[config.mk]
export PLATFORM = sky130hd
export DESIGN_NAME = key_cmd_encoder
export DESIGN_NICKNAME = d
export VERILOG_FILES = /design/src/rtl/key_cmd_encoder.sv
export SDC_FILE = /design/constraint.sdc
export NUM_CORES = 1
export LEC_CHECK = 0
export BUFFER_PORTS_ARGS = -buffer_cell sky130_fd_sc_hd__buf_2
export CAP_MARGIN = 10
export CORE_ASPECT_RATIO = 1.75
export CORE_MARGIN = 10
export CORE_UTILIZATION = 55
export DETAILED_ROUTE_END_ITERATION = 7
export GPL_TIMING_DRIVEN = 0
export HOLD_SLACK_MARGIN = 0.1
export PLACE_DENSITY = 0.81
export SLEW_MARGIN = 5
export SYNTH_ARGS = -nofsm -noshare
export SYNTH_HDL_FRONTEND = slang
export SYNTH_SLANG_ARGS = --single-unit
[constraint.sdc]
create_clock -name CLOCK_50 -period 2.7 [get_ports CLOCK_50]
set_input_delay 0.27 -clock CLOCK_50 [delete_from_list [all_inputs] [get_ports CLOCK_50]]
set_output_delay 0.27 -clock CLOCK_50 [all_outputs]
set_load 0.02 [all_outputs]
[src/rtl/key_cmd_encoder.sv]
`default_nettype none
// ==========================================================================
// key_cmd_encoder : sync + debounce four push-buttons into one-shot commands
// Revision 1.0
// ==========================================================================
module key_cmd_encoder #(
  parameter int DB_CYCLES = 500000,
  parameter int W         = 8
) (
  input  logic         CLOCK_50,
  input  logic         reset_n,
  input  logic [3:0]   key_n,
  input  logic [W-1:0] sw,
  input  logic         cmd_ready,
  output logic         cmd_valid,
  output logic [2:0]   cmd_code,
  output logic [W-1:0] cmd_data,
  output logic         overrun,
  output logic [3:0]   key_state
);

  localparam int CW = (DB_CYCLES > 1) ? $clog2(DB_CYCLES) : 1;
  localparam logic [CW-1:0] CNT_LAST = CW'(DB_CYCLES - 1);

  logic [3:0]   key_s1;
  logic [3:0]   key_s2;
  logic [W-1:0] sw_s1;
  logic [W-1:0] sw_s2;
  logic [3:0]   press;

  // Key flops reset to 1 so that a reset never looks like a press.
  always_ff @(posedge CLOCK_50 or negedge reset_n) begin
    if (!reset_n) begin
      key_s1 <= '1;
      key_s2 <= '1;
      sw_s1  <= '0;
      sw_s2  <= '0;
    end else begin
      key_s1 <= key_n;
      key_s2 <= key_s1;
      sw_s1  <= sw;
      sw_s2  <= sw_s1;
    end
  end

  for (genvar k = 0; k < 4; k++) begin : g_debounce
    logic [CW-1:0] cnt;
    logic          stable;
    logic          differ;

    assign differ = (~key_s2[k]) != stable;

    always_ff @(posedge CLOCK_50 or negedge reset_n) begin
      if (!reset_n) begin
        cnt    <= '0;
        stable <= 1'b0;
      end else if (!differ) begin
        cnt <= '0;
      end else if (cnt == CNT_LAST) begin
        stable <= ~stable;
        cnt    <= '0;
      end else begin
        cnt <= cnt + 1'b1;
      end
    end

    assign press[k]     = differ && (cnt == CNT_LAST) && !stable;
    assign key_state[k] = stable;
  end

  logic [2:0] win_code;
  logic       any_press;
  logic       multi_press;
  logic       can_load;
  logic       load;
  logic       drop;

  // Descending scan so the lowest pressed index is written last and wins.
  always_comb begin
    win_code = 3'd0;
    for (int i = 3; i >= 0; i--) begin
      if (press[i]) win_code = 3'(i + 1);
    end
  end

  assign any_press   = |press;
  assign multi_press = (press & (press - 4'd1)) != 4'd0;
  assign can_load    = !cmd_valid || cmd_ready;
  assign load        = any_press && can_load;
  assign drop        = (any_press && !can_load) || multi_press;

  always_ff @(posedge CLOCK_50 or negedge reset_n) begin
    if (!reset_n) begin
      cmd_valid <= 1'b0;
      cmd_code  <= 3'd0;
      cmd_data  <= '0;
      overrun   <= 1'b0;
    end else begin
      if (load) begin
        cmd_valid <= 1'b1;
        cmd_code  <= win_code;
        cmd_data  <= sw_s2;
      end else if (cmd_valid && cmd_ready) begin
        cmd_valid <= 1'b0;
        cmd_code  <= 3'd0;
      end
      if (drop) overrun <= 1'b1;
    end
  end

endmodule
`default_nettype wire

# Word level (Yosys, flattened, before mapping)
# Cells that the tools add are included.
dict set report op_classes {
  addsub 5
  multipliers 0
  div 0
  order_cmp 0
  n_eq_ne 8
  n_shift 0
  mux 16
  bitwise 9
  reduce_logical 26
}
# operator count
set ops {}
lappend ops {{2-to-1 mux 19 bit} 8}
lappend ops {{adder 19 x 1 -> 19 bit (second input constant)} 4}
lappend ops {{equality test 19 bit (second input constant)} 4}
lappend ops {{2-to-1 mux 3 bit} 6}
lappend ops {{logical AND 1 bit} 11}
lappend ops {{NOT 1 bit} 8}
lappend ops {{AND reduction 2 bit} 4}
lappend ops {{zero test 1 bit} 6}
lappend ops {{bitwise AND 4 bit} 1}
lappend ops {{inequality test 1 bit} 4}
lappend ops {{nonzero test 4 bit} 1}
lappend ops {{OR reduction 4 bit} 1}
lappend ops {{subtractor 4 x 1 -> 4 bit (second input constant)} 1}
lappend ops {{logical OR 1 bit} 2}
lappend ops {{2-to-1 mux 1 bit} 2}
lappend ops {{nonzero test 2 bit} 1}
dict set report word_totals {
  ff_bits 117
  latch_bits 0
  ramBits 0
  rom_bits 0
  out_inout_bits 17
  mem_count 0
}

# Longest topological paths before layout
dict set report depth {
  depth_word 9
  depth_mapped 8
  ltp_nobuf 7
}

# Worst setup path after synthesis
# No wires, ideal clock.
dict set report synth_path {
  path_kind {flip-flop to flip-flop}
  from {reg g_debounce[2].cnt[0]}
  to {reg cmd_data[0]}
  t_arrival_ps 2010
  path_slack_ps 565
  stages_incl_launch_ff 9
  path_buffers 1
  path_cell_list {dfrtp_1 -> ha_1 -> and3_1 -> buf_2 -> nand2_1 -> or4_1 -> nand2_1 -> o32ai_4 -> mux2_2}
}
dict set report synth_between {
  elab_chain_cells 5
}
# item line_no
set synth_rtl {}
lappend synth_rtl {{from (decl)} 47} ;# logic [CW-1:0] cnt;
lappend synth_rtl {{from (signal assigned)} 63} ;# cnt <= cnt + 1'b1;
lappend synth_rtl {{equality test 19 bit} 67} ;# assign press[k] = differ && (cnt == CNT_LAST) && !stable;
lappend synth_rtl {{logical AND 1 bit (2 in series)} 67}
lappend synth_rtl {{OR reduction 4 bit} 86} ;# assign any_press = |press;
lappend synth_rtl {{logical AND 1 bit} 89} ;# assign load = any_press && can_load;
lappend synth_rtl {{to (signal assigned)} 102} ;# cmd_data <= sw_s2;
lappend synth_rtl {{to (decl)} 17} ;# output logic [W-1:0] cmd_data,
# Every way passes these cells.
# A chain may end at the register's enable or synchronous reset.

# Worst setup path after layout
dict set report layout_path {
  from {reg g_debounce[2].cnt[0]}
  to {reg cmd_data[5]}
}
# Same word-level chain as after synthesis.

==> flow_summary_export.csv <==
group,metric,value,unit
min_path,min_path_type,"in -> reg",
worst_setup_path,endpoint_kind,"flop",
clocking,clock-sinks,117,
yosys,yosys-top-cells-count,"dfrtp_1 (109), nor2_1 (96), xor2_1 (47)",
global_routing,met1_usage,17.2,%
placement,port_buffers,31,
floorplan,core,9040,µm²
final_layout,final_cell_area,6200,µm²
yosys,synth_nets,490,
placement,place_area,5410,µm²
routing,drcViolationCount,0,
yosys,synth-async-reset-ratio,100,%
worst_setup_path,worstPathMaxFanout,8,
yosys,yosysTopAreaCell,"dfrtp_1",
sta,rsz0062_at_grt,"no",
sta,skew,0.00989,ns
sta,period_needed,2.46,ns
yosys,synth_ff_type,"dfrtp_1",
pwr,power,4.42,mW
clocking,cts_max_level,4,
floorplan,die_x,92.6,µm
sta,period_share,91.0,%
sta,fmax,407,MHz
placement,place_inst,623,
placement,pre_cts_ws,0.289,ns
floorplan,die_h,147,µm
yosys,synth_most_common_cell,"dfrtp_1",
clocking,numCtsBuffers,17,
sta,setup_slack,0.244,ns
sta,finalSetupViolations,0,
sta,tightest_slew,0.719,ns
yosys,ys_ff_latch,117,
sta,tns,0,ns
final_layout,drive_above_1_share,17.0,%
yosys,syn_area_per_cell,10.8,µm²
clocking,cts_tree,"built",
floorplan,pin_count,32,
worst_setup_path,required,2.98,ns
worst_setup_path,worstPathArrival,2.74,ns
sta,finalHoldViolCount,0,
global_routing,antenna_found_initial,1,
global_routing,grt_pass1_vias,3854,
clocking,cts.path.max_buffers,2,
worst_setup_path,start_kind,"flop",
yosys,netlist_top_cells_area,"dfrtp_1 (54%), xor2_1 (8.1%), nor2_1 (7.1%)",
global_routing,top_usage_layer,"met2",
pwr,power_density,713,nW/µm²
floorplan,die-area,13600,µm²
final_layout,area.growth.synth_to_final,22.3,%
global_routing,grt_max_degree,61,
pwr,power.leakage,2.85,nW
clocking,clk_pin_slew,0.05,ns
flow_run,drv_cap,0,
routing,viasPerCell,5.32,
global_routing,grt_usage,16.4,%
yosys,yosysUniqueCellTypes,46,
global_routing,grt_pass1_wl,17.8,mm
routing,drt-initial-drc-count,203,
sta,max_slew_margin,51.7,%
pwr,ir_worst_vdd,0.000779,V
worst_setup_path,crit_type,"reg -> reg",
final_layout,fin_cells,669,
floorplan,start_util,56.1,%
yosys,yosysTopAreaCellShare,53.8,%
floorplan,std_cell_rows,46,
yosys,synth_cells,471,
routing,drt_wl_total,10.3,mm
global_routing,grt_use_met2,28.8,%
run_status,status,"finished, final reports clean",
yosys,synth_seq_area_share,57.9,%
routing,first_pass_iters,4,
routing,vias,3557,
yosys,synth-edff-count,0,
placement,place_congestion,0.800,
routing,ant_nets,0,
yosys,ys_warn_count,0,
clocking,clock_latency,0.41,ns
yosys,syn_area,5070,µm²
final_layout,nets,554,
sta,slew_violations,0,
placement,post-dp-hpwl,6.84,mm
routing,routedWlPerCell,15.4,µm
global_routing,grt_use_met3,5.15,%
clocking,root_buffer,"clkbuf_16",
clocking,cts_resized,0,
global_routing,grt.overflow.total,0,
[registers in the layout, indices dropped and copies added, names as in the netlist]
| signal | flops |
|---|---|
| overrun | 1 |
| cmd_code | 3 |
| g_debounce.cnt | 76 |
| cmd_data | 8 |
| g_debounce.stable | 4 |
| cmd_valid | 1 |
| key_s1 | 4 |
| key_s2 | 4 |
| sw_s1 | 8 |
| sw_s2 | 8 |
[cells in the final DEF, fill, tap and decap left out, types with 13 or more instances in the layout]
master and n:
dfrtp_1 109, nand2_1 40, nand3_1 27, clkbuf_16 17, and3_1 18, xor2_1 47, xnor2_1 25, dlygate4sd3_1 13
nor2_1 96, buf_2 33
[where the power goes]
part | internal, mW | total [mW] | switching (mW)
Sequential | 1.80 | 1.82 | 0.0255
Combinational | 0.0488 | 0.129 | 0.0799
Clock | 1.68 | 2.47 | 0.786
[critical path: stages, from the launching register on]
cell,delay (ns)
dfrtp_1,0.39
ha_1,0.22
and3_1,0.17
buf_2,0.15
nand2_1,0.13
or4_1,0.21
nand2_1,0.13
o32ai_4,0.53
mux2_2,0.40
[routing by layer]
layer | up-vias | part of all wire [%]
met5 | - | 0
met3 | 22 | 2.9
met1 | 1772 | 40
met2 | 56 | 55
met4 | 0 | 2.5
li1 | 1707 | -
[repair_timing]
action                                 CTS  global route
buffers inserted                         0             0
hold buffers                            13             0
endpoints found under the hold margin   65             0
setup endpoints to repair                0             0
[worst paths after layout]
check	slack, ns	cells past startpoint	start	end
min reg2reg	0.35	0	sw_s1[7]	sw_s2[7]
max reg2reg	0.24	8	g_debounce[2].cnt[0]	cmd_data[5]
min in group asynchronous	0.40	2	reset_n	g_debounce[1].cnt[11]
max	0.24	8	g_debounce[2].cnt[0]	cmd_data[5]
min	0.24	3	cmd_ready	cmd_code[0]
max in group asynchronous	1.59	3	reset_n	key_s1[3]
[kinds of logic after synthesis]
group	after synthesis	synth area share, %
compound gates	16	2.39
xor+xnor	72	12.4
fa+ha+maj	5	1.18
buf+inv	21	1.92
flops	117	57.9
mux	8	1.85
simple gates	232	22.3
[stage by stage]
stage	util (%)	hold slack, ns
floorplan	-	-0.0256
global route	68.6	0.268
detailed placement	59.9	0.283
global placement	59.5	0.331
finish	68.6	0.238
CTS	68.6	0.227
[final cells by class]
class	count	area, µm²
sequential	117	2940
inverter	8	30.0
buffer	13	67.6
clock inverter	13	204
clock buffer	19	453
timing repair buffer	45	319
multi-input combinational	333	2030
fill	646	2840
tap	120	150
antenna	1	2.50
Power figures use the tool's default switching activity.
